## config.mk

```make
export PLATFORM = sky130hd
export DESIGN_NAME = wb_arbiter
export DESIGN_NICKNAME = d
export VERILOG_FILES = /design/src/rtl/rv_pkg.sv /design/src/rtl/wb_fifo.sv /design/src/rtl/wb_arbiter.sv
export SDC_FILE = /design/constraint.sdc
export NUM_CORES = 1
export LEC_CHECK = 0
export CAP_MARGIN = 20
export CORE_UTILIZATION = 29
export DETAILED_ROUTE_END_ITERATION = 10
export GPL_TIMING_DRIVEN = 0
export SYNTH_ARGS = -nofsm -noshare
export SYNTH_HDL_FRONTEND = slang
export SYNTH_SLANG_ARGS = --single-unit
```

## constraint.sdc

```tcl
create_clock -name clk -period 7.32 [get_ports clk]
set_clock_uncertainty 0.15 [all_clocks]
set_input_delay 1.464 -clock clk [delete_from_list [all_inputs] [get_ports clk]]
set_output_delay 1.464 -clock clk [all_outputs]
set_load 0.01 [all_outputs]
```

## src/rtl/rv_pkg.sv

```systemverilog
// Shared RV core types: data width, register address width, load opcodes and
// the writeback request carried from the arbiter into the regfile port.
package rv_pkg;
    localparam int XLEN   = 32;
    localparam int REG_AW = 5;

    typedef enum logic [2:0] {
        LB  = 3'b000,
        LH  = 3'b001,
        LW  = 3'b010,
        LBU = 3'b100,
        LHU = 3'b101
    } ld_op_e;

    typedef struct packed {
        logic [REG_AW-1:0] rd;
        logic [XLEN-1:0]   data;
    } wb_req_t;

    function automatic logic ld_op_known(input logic [2:0] f3);
        return (f3 == LB) || (f3 == LH) || (f3 == LW) || (f3 == LBU) || (f3 == LHU);
    endfunction
endpackage

```

## src/rtl/wb_fifo.sv

```systemverilog
// Circular synchronous FIFO holding extended load results until the regfile
// write port is free. Pointers wrap modulo DEPTH (a power of two).
module wb_fifo #(
    parameter int DEPTH = 2,
    parameter int W     = 37
) (
    input  logic                     clk,
    input  logic                     rst_n,
    input  logic                     push,
    input  logic [W-1:0]             wdata,
    input  logic                     pop,
    output logic [W-1:0]             rdata,
    output logic                     full,
    output logic                     empty,
    output logic [$clog2(DEPTH):0]   count
);
    localparam int AW = $clog2(DEPTH);
    localparam int CW = AW + 1;

    logic [W-1:0]  mem [DEPTH];
    logic [AW-1:0] wr_ptr;
    logic [AW-1:0] rd_ptr;

    assign full  = (count == CW'(DEPTH));
    assign empty = (count == '0);
    assign rdata = mem[rd_ptr];

    always_ff @(posedge clk or negedge rst_n) begin
        if (!rst_n) begin
            wr_ptr <= '0;
            rd_ptr <= '0;
            count  <= '0;
        end else begin
            if (push) wr_ptr <= wr_ptr + AW'(1);
            if (pop)  rd_ptr <= rd_ptr + AW'(1);
            case ({push, pop})
                2'b10:   count <= count + CW'(1);
                2'b01:   count <= count - CW'(1);
                default: count <= count;
            endcase
        end
    end

    // Storage needs no reset; count gates every read of it.
    always_ff @(posedge clk) begin
        if (push) mem[wr_ptr] <= wdata;
    end

    a_no_pop_empty: assert property (@(posedge clk) disable iff (!rst_n) !(pop && empty));
endmodule

```

## src/rtl/wb_arbiter.sv

```systemverilog
// Writeback arbiter: ALU results take the regfile port first, extended load
// returns queue in a FIFO behind them; a scoreboard tracks in-flight loads.
module wb_arbiter
    import rv_pkg::*;
#(
    parameter int DEPTH = 2,
    parameter int XLEN  = rv_pkg::XLEN
) (
    input  logic            clk,
    input  logic            rst_n,
    input  logic            alu_valid,
    input  logic [4:0]      alu_rd,
    input  logic [XLEN-1:0] alu_data,
    input  logic            ld_valid,
    output logic            ld_ready,
    input  logic [4:0]      ld_rd,
    input  logic [2:0]      ld_funct3,
    input  logic [1:0]      ld_addr_lo,
    input  logic [XLEN-1:0] ld_data,
    input  logic            ld_issue,
    input  logic [4:0]      ld_issue_rd,
    output logic            alu_stall,
    output logic [31:0]     pend_mask,
    output logic            we,
    output logic [4:0]      rd,
    output logic [XLEN-1:0] rd_data
);
    localparam int FW = $bits(wb_req_t);

    ld_op_e              op;
    logic [7:0]          byte_sel;
    logic [15:0]         half_sel;
    logic [XLEN-1:0]     ext_data;
    wb_req_t             push_req;
    wb_req_t             head;
    wb_req_t             sel;
    logic                sel_valid;
    logic                push;
    logic                pop;
    logic                full;
    logic                empty;
    logic [$clog2(DEPTH):0] count;
    logic [31:0]         pend_next;

    always_comb begin
        op = ld_op_known(ld_funct3) ? ld_op_e'(ld_funct3) : LW;
        case (ld_addr_lo)
            2'd0:    byte_sel = ld_data[7:0];
            2'd1:    byte_sel = ld_data[15:8];
            2'd2:    byte_sel = ld_data[23:16];
            default: byte_sel = ld_data[31:24];
        endcase
        half_sel = ld_addr_lo[1] ? ld_data[31:16] : ld_data[15:0];
        case (op)
            LB:      ext_data = {{(XLEN-8){byte_sel[7]}}, byte_sel};
            LBU:     ext_data = {{(XLEN-8){1'b0}}, byte_sel};
            LH:      ext_data = {{(XLEN-16){half_sel[15]}}, half_sel};
            LHU:     ext_data = {{(XLEN-16){1'b0}}, half_sel};
            default: ext_data = ld_data;
        endcase
    end

    assign ld_ready  = !full;
    assign alu_stall = full;
    assign push      = ld_valid && ld_ready;
    assign push_req  = '{rd: ld_rd, data: ext_data};

    wb_fifo #(.DEPTH(DEPTH), .W(FW)) u_fifo (
        .clk   (clk),
        .rst_n (rst_n),
        .push  (push),
        .wdata (push_req),
        .pop   (pop),
        .rdata (head),
        .full  (full),
        .empty (empty),
        .count (count)
    );

    always_comb begin
        pop       = 1'b0;
        sel_valid = 1'b0;
        sel       = '{rd: alu_rd, data: alu_data};
        if (alu_valid) begin
            sel_valid = 1'b1;
        end else if (!empty) begin
            pop       = 1'b1;
            sel_valid = 1'b1;
            sel       = head;
        end
    end

    always_ff @(posedge clk or negedge rst_n) begin
        if (!rst_n) begin
            we      <= 1'b0;
            rd      <= '0;
            rd_data <= '0;
        end else if (sel_valid) begin
            we      <= (sel.rd != '0);
            rd      <= sel.rd;
            rd_data <= sel.data;
        end else begin
            we      <= 1'b0;
        end
    end

    // Set applied after clear so a same-cycle reissue to the retiring register stays pending.
    always_comb begin
        pend_next = pend_mask;
        if (pop) pend_next[head.rd] = 1'b0;
        if (ld_issue) pend_next[ld_issue_rd] = 1'b1;
        pend_next[0] = 1'b0;
    end

    always_ff @(posedge clk or negedge rst_n) begin
        if (!rst_n) pend_mask <= '0;
        else        pend_mask <= pend_next;
    end

    a_alu_while_stall: assert property (@(posedge clk) disable iff (!rst_n)
        !(alu_valid && alu_stall));
    a_ld_op_known: assert property (@(posedge clk) disable iff (!rst_n)
        push |-> ld_op_known(ld_funct3));
    a_issue_pending: assert property (@(posedge clk) disable iff (!rst_n)
        (ld_issue && ld_issue_rd != '0 && pend_mask[ld_issue_rd])
            |-> (pop && head.rd == ld_issue_rd));
endmodule

```

==> metrics.csv, run 1 <==
metric,value,unit
outcome,finished clean,
Yosys reg bits,147,
GP Congestion,0.909,
DP HPWL,15.0,mm
Initial Util,0.296,
most numerous cell in the Yosys netlist,o21ai_0,
xor-xnor portion of the synthesized cell area,0.00609,
max-slew violation count,0,
Crit Path Max Fanout,5,
total grt overflow,0,
Slew headroom,0.467,
R2R Setup Slk,5.01,ns
"Seq/Total Area, Yosys",0.563,
Final Core Density,0.405,
Worst Setup Start Kind,flip-flop,
total number of vias,5504,
Synth Area in Adders,0.00174,
Core ar.,24300,µm²
# Post-CTS Setup Buffers,0,
measured slew at the worst slew-check pin,0.789,ns
cts hold-fix bufs,0,
Row Count,57,
"FFs w/ async S/R, synth",0.497,
DRC errors left,0,
Final period util,0.470,
placed cell count,1074,
largest net degree at the start of global routing,46,
Max Fclk,291,MHz
Pleak,3.78,nW
Post-synth top flop,edfxtp_1,
CTS tree,built,
complex-gate fraction of the synthesized area,0.150,
count of unique library cells instantiated by Yosys,54,
Post-Syn Nets,681,
Worst EP required,5.71,ns
chip width,159,µm
Yosys top cell area share,0.309,
layout cells sized above 1,0.147,
height of the die,159,µm
fill count,2306,
hold_ws,0.412,ns
crit path time final,3.44,ns
initial antenna violation count,1,
post-route setup TNS,0,ns
Yosys Warn Count,0,
main combinational cell family by area after synthesis,compound AO/OA/AOI/OAI gates,
Pre-antenna DRT Iters,4,
Peak VDD IR,0.155,mV
Syn Inst Count,591,
Hold Crit Depth,2,
RSZ-0062 raised after global routing,false,
WS Path Type,reg2out,
I/O pin count,161,
Routed Wire Length,20.2,mm
setup violators final,0,
worst hold path type,reg2reg,
R2R depth,5,
DR vias/cell,4.97,
Syn Area/Cell,12.2,µm²
Critical Path AT,1.82,ns
Setup crit end kind,output pin,
post-DR wirelength/cell,18.3,µm
Final Non-Filler Cells,1107,
Post-Synthesis Cell Area,7190,µm²
gr usage total,0.164,
CTS Buf Count,17,
clk root buf,clkbuf_16,
Max-Cap Viols,0,
register area,4050,µm²
"top cells by count, synth","o21ai_0, edfxtp_1, dfrtp_1, nand2_1, mux2i_1",
antenna-violating nets left,0,
simple-gate share of the synthesized area,0.0943,
DRT iter0 DRCs,353,
Area contributors post-synth,"edfxtp_1, dfrtp_1, mux2_2",
die area,25400,µm²
synth-to-layout area growth,36.9,%
post-synthesis mux area share,0.139,
worst skew pair latency,0.44,ns
multi-input logic area,2830,µm²
# clock sinks,147,
first-pass GRT wire length,31.8,mm
CTS max path bufs,2,
number of port buffers,156,
power per cell area,317,nW/µm²
Nets,859,
Final Hold Fails,0,
number of global-route vias before repair,5526,
Synth area leader,edfxtp_1,
"EDFF count, synth",74,
Resized cells post-CTS,0,
Worst-path clk slew,0.07,ns
CTS H-tree depth,4,
## path summary, 6_finish.rpt
kind | start | endpoint
setup / recovery | u_fifo.count[0] | ld_ready
hold / removal | rd_data[30] | rd_data[30]
setup reg to reg | u_fifo.count[0] | u_fifo.mem[0][30]
hold reg to reg | rd_data[30] | rd_data[30]
max in group asynchronous | rst_n | rd_data[16]
min in group asynchronous | rst_n | pend_mask[9]
## critical path, cell delays in order (launching register included)
cell	delay, ns
dfrtp_1	0.33
clkbuf_1	0.26
nand2b_1	0.24
clkdlybuf4s50_1	0.56
## report_power, final
group / switching (mW) / total [mW] / internal, mW
registers: 0.0901 / 1.17 / 1.08
clock network: 0.413 / 0.876 / 0.463
logic: 0.531 / 1.08 / 0.545
total: 1.03 / 3.12 / 2.09
## cells in the final DEF (no fill, tap or decap), types with 10 or more instances in the layout
cell type	n
clkdlybuf4s50_1	155
o21ai_0	84
edfxtp_1	74
dfrtp_1	73
nand2_1	55
mux2i_1	39
mux2_2	38
inv_1	34
a32oi_1	31
clkbuf_16	17
clkbuf_1	16
buf_2	10
## per-layer routing
metal / track usage / vias up / wire [µm]
li1: - / 2591 / -
met1: 0.219 / 2666 / 8860
met2: 0.264 / 229 / 9570
met3: 0.0412 / 18 / 1490
met4: 0.0446 / 0 / 297
met5: 0 / - / 0
## registers in the layout (all words and copies together) (netlist names)
signal and flops:
u_fifo.wr_ptr 1, u_fifo.count 2, u_fifo.mem 74, rd 5, u_fifo.rd_ptr 1, rd_data 32
pend_mask 31, we 1
## through the flow
| step | setup slack [ns] | total power [mW] | area (µm²) |
|---|---|---|---|
| 2_1_floorplan | 3.62 | 1.81 | 7190 |
| 3_3_place_gp | 1.73 | 2.25 | 9160 |
| 3_5_place_dp | 3.62 | 2.28 | 9240 |
| 5_1_grt | 3.76 | 3.29 | 9840 |
| 4_1_cts | 3.84 | 3.16 | 9840 |
| 6_report | 3.88 | 3.12 | 9850 |
## layout make-up
class / count / area share
Antenna cell: 1 / 0.000254
Sequential cell: 147 / 0.411
Multi-Input combinational cell: 372 / 0.287
Clock buffer: 17 / 0.0432
Inverter: 34 / 0.0130
Buffer: 38 / 0.0197
Clock inverter: 15 / 0.0183
Timing Repair Buffer: 159 / 0.166
Tap cell: 324 / 0.0412
## kinds of logic (layout without fill, tap and decap cells)
kind of cell	Yosys count	after routing
compound gates	161	161
xor+xnor	5	5
fa+ha+maj	1	1
buf+inv	72	263
flops	147	147
mux	85	85
other cells	1	2
simple gates	119	119
Note: power is estimated with default switching activity, not from simulation.
==> run 2: changes to the inputs <==
- clock period: 7.32 -> 3.2 ns (I/O delays scaled with it)
==> run 2 against run 1 <==
Compared with the run above: sequential cell count is the same; non-clock buffer count increased by 1; utilization barely moved; hold slack is essentially flat; global-route usage hardly changed; total power increased by 130%; first-iteration DRC count shrank 1.7%; routed wire length barely moved; setup slack got worse by 3.3 ns; critical path type unchanged; critical endpoint unchanged.
==> metrics.csv, run 2 (same netlist as run 1, synthesis figures left out) <==
metric,value,unit,change
hold_ws,0.412,ns,+0.0000610 ns
gr usage total,0.164,,about the same
Buf/Inv on CP,2,,unchanged
DRT iter0 DRCs,347,,-1.7%
Worst Setup Start Kind,flip-flop,,
DP HPWL,15.0,mm,unchanged
CTS max path bufs,2,,unchanged
DRC errors left,0,,unchanged
number of global-route vias before repair,5534,,+0.14%
Nets,860,,+0.12%
Crit Path Max Fanout,5,,unchanged
Max-Cap Viols,0,,unchanged
number of flip-flops in the largest register,74,,unchanged
first-pass GRT wire length,31.9,mm,about the same
Core ar.,24300,µm²,unchanged
outcome,finished clean,,
setup violators final,0,,unchanged
CTS H-tree depth,4,,unchanged
initial antenna violation count,1,,unchanged
total number of vias,5493,,-0.20%
Row Count,57,,unchanged
"commonest cells after routing, fill and taps aside","clkdlybuf4s50_1, o21ai_0, edfxtp_1",,
Top reg by flops,u_fifo.mem,,
largest registers,"u_fifo.mem (74), rd_data (32), pend_mask (31)",,
power per cell area,724,nW/µm²,+130%
Final period util,0.817,,
Pleak,3.78,nW,+0.11%
Slew headroom,0.466,,-0.000817
total grt overflow,0,,unchanged
CTS tree,built,,
max incr delay on CP,0.56,ns,about the same
layout cells sized above 1,0.147,,-0.000188
Peak VDD IR,0.355,mV,+130%
CTS Buf Count,17,,unchanged
crit path time final,2.61,ns,
Pre-antenna DRT Iters,4,,unchanged
Final Hold Fails,0,,unchanged
Setup crit end kind,output pin,,
crit-path leading delay family,buffers and inverters,,
GP Congestion,0.909,,unchanged
post-route setup TNS,0,ns,unchanged
worst setup margin,0.586,ns,-3.30 ns
DR vias/cell,4.96,,-0.29%
"most common cell after layout, fill and taps aside",clkdlybuf4s50_1,,
Critical Path AT,1.82,ns,about the same
fill count,2305,,-0.043%
chip width,159,µm,unchanged
height of the die,159,µm,unchanged
critical-path cell list,"clkbuf_1, nand2b_1, clkdlybuf4s50_1",,
Worst-path clk slew,0.07,ns,about the same
measured slew at the worst slew-check pin,0.790,ns,+0.00121 ns
I/O pin count,161,,unchanged
# clock sinks,147,,unchanged
Max Fclk,383,MHz,
worst slack at placement,0.321,ns,-3.30 ns
synth-to-layout area growth,37.1,%,
post-DR wirelength/cell,18.2,µm,-0.18%
Resized cells post-CTS,0,,unchanged
Initial Util,0.296,,unchanged
Crit-path slowest cell,clkdlybuf4s50_1,,
Routed Wire Length,20.2,mm,about the same
worst skew pair latency,0.44,ns,about the same
RSZ-0062 raised after global routing,false,,
die area,25400,µm²,unchanged
Worst EP required,2.41,ns,-3.30 ns
number of port buffers,156,,unchanged
max-slew violation count,0,,unchanged
worst hold path type,reg2reg,,
clk root buf,clkbuf_16,,
WS Path Type,reg2out,,
antenna-violating nets left,0,,unchanged
largest net degree at the start of global routing,46,,unchanged
## run 2: changes by cell type in the layout (fill, tap and decap cells not counted), sizes merged
cell / delta
dlygate4sd3: +1
## run 2: stage by stage
step / instance area [µm²] / util / instances / power (mW)
after detailed placement: 9240 / 0.380 / 1074 / 5.21
after global routing: 9850 / 0.405 / 1107 / 7.52
after CTS: 9850 / 0.405 / 1107 / 7.23
after global placement: 9160 / 0.377 / 1071 / 5.14
final: 9860 / 0.405 / 1108 / 7.14
after floorplan: 7190 / - / 591 / 4.15
## run 2: what timing repair did
item | CTS | global route
buffers inserted | 0 | 0
endpoints found under the hold margin | 10 | 0
hold buffers | 1 | 0
## run 2: layer usage
| metal | GRT usage | part of all wire |
|---|---|---|
| met2 | 0.264 | 0.47 |
| met4 | 0.0446 | 0.014 |
| met3 | 0.0412 | 0.070 |
| met5 | 0 | 0 |
| met1 | 0.219 | 0.44 |
## run 2: where the power goes
group	internal (mW)	switching (mW)
Combinational	1.25	1.22
Sequential	2.47	0.206
Clock	1.06	0.944
Total	4.77	2.37
## run 2: cell type report
type | instances | area (µm²) | share of cell area
Clock inverter | 15 | 180 | 0.0183
Sequential cell | 147 | 4050 | 0.411
Tap cell | 324 | 405 | 0.0411
Antenna cell | 1 | 2.50 | 0.000254
Clock buffer | 17 | 425 | 0.0432
Buffer | 38 | 194 | 0.0197
Timing Repair Buffer | 160 | 1640 | 0.167
Multi-Input combinational cell | 372 | 2830 | 0.287
Inverter | 34 | 128 | 0.0129
## run 2: worst reg2reg max path, cell delays in order, from the launching register on
cell and delay, ns:
dfrtp_1 0.33, clkbuf_1 0.26, nand2b_1 0.24, nand2_1 0.18
nor2_4 0.62, buf_16 0.24
## run 2: worst paths after layout
check / start / slack (ns) / cells past startpoint / end
worst max register to register: u_fifo.count[0] / 0.89 / 5 / u_fifo.mem[0][26]
min in group asynchronous: rst_n / 0.54 / 2 / pend_mask[9]
worst min-delay path: rd_data[30] / 0.41 / 2 / rd_data[30]
max in group asynchronous: rst_n / 1.78 / 3 / rd_data[16]
worst max-delay path: u_fifo.count[0] / 0.59 / 3 / ld_ready
worst min register to register: rd_data[30] / 0.41 / 2 / rd_data[30]
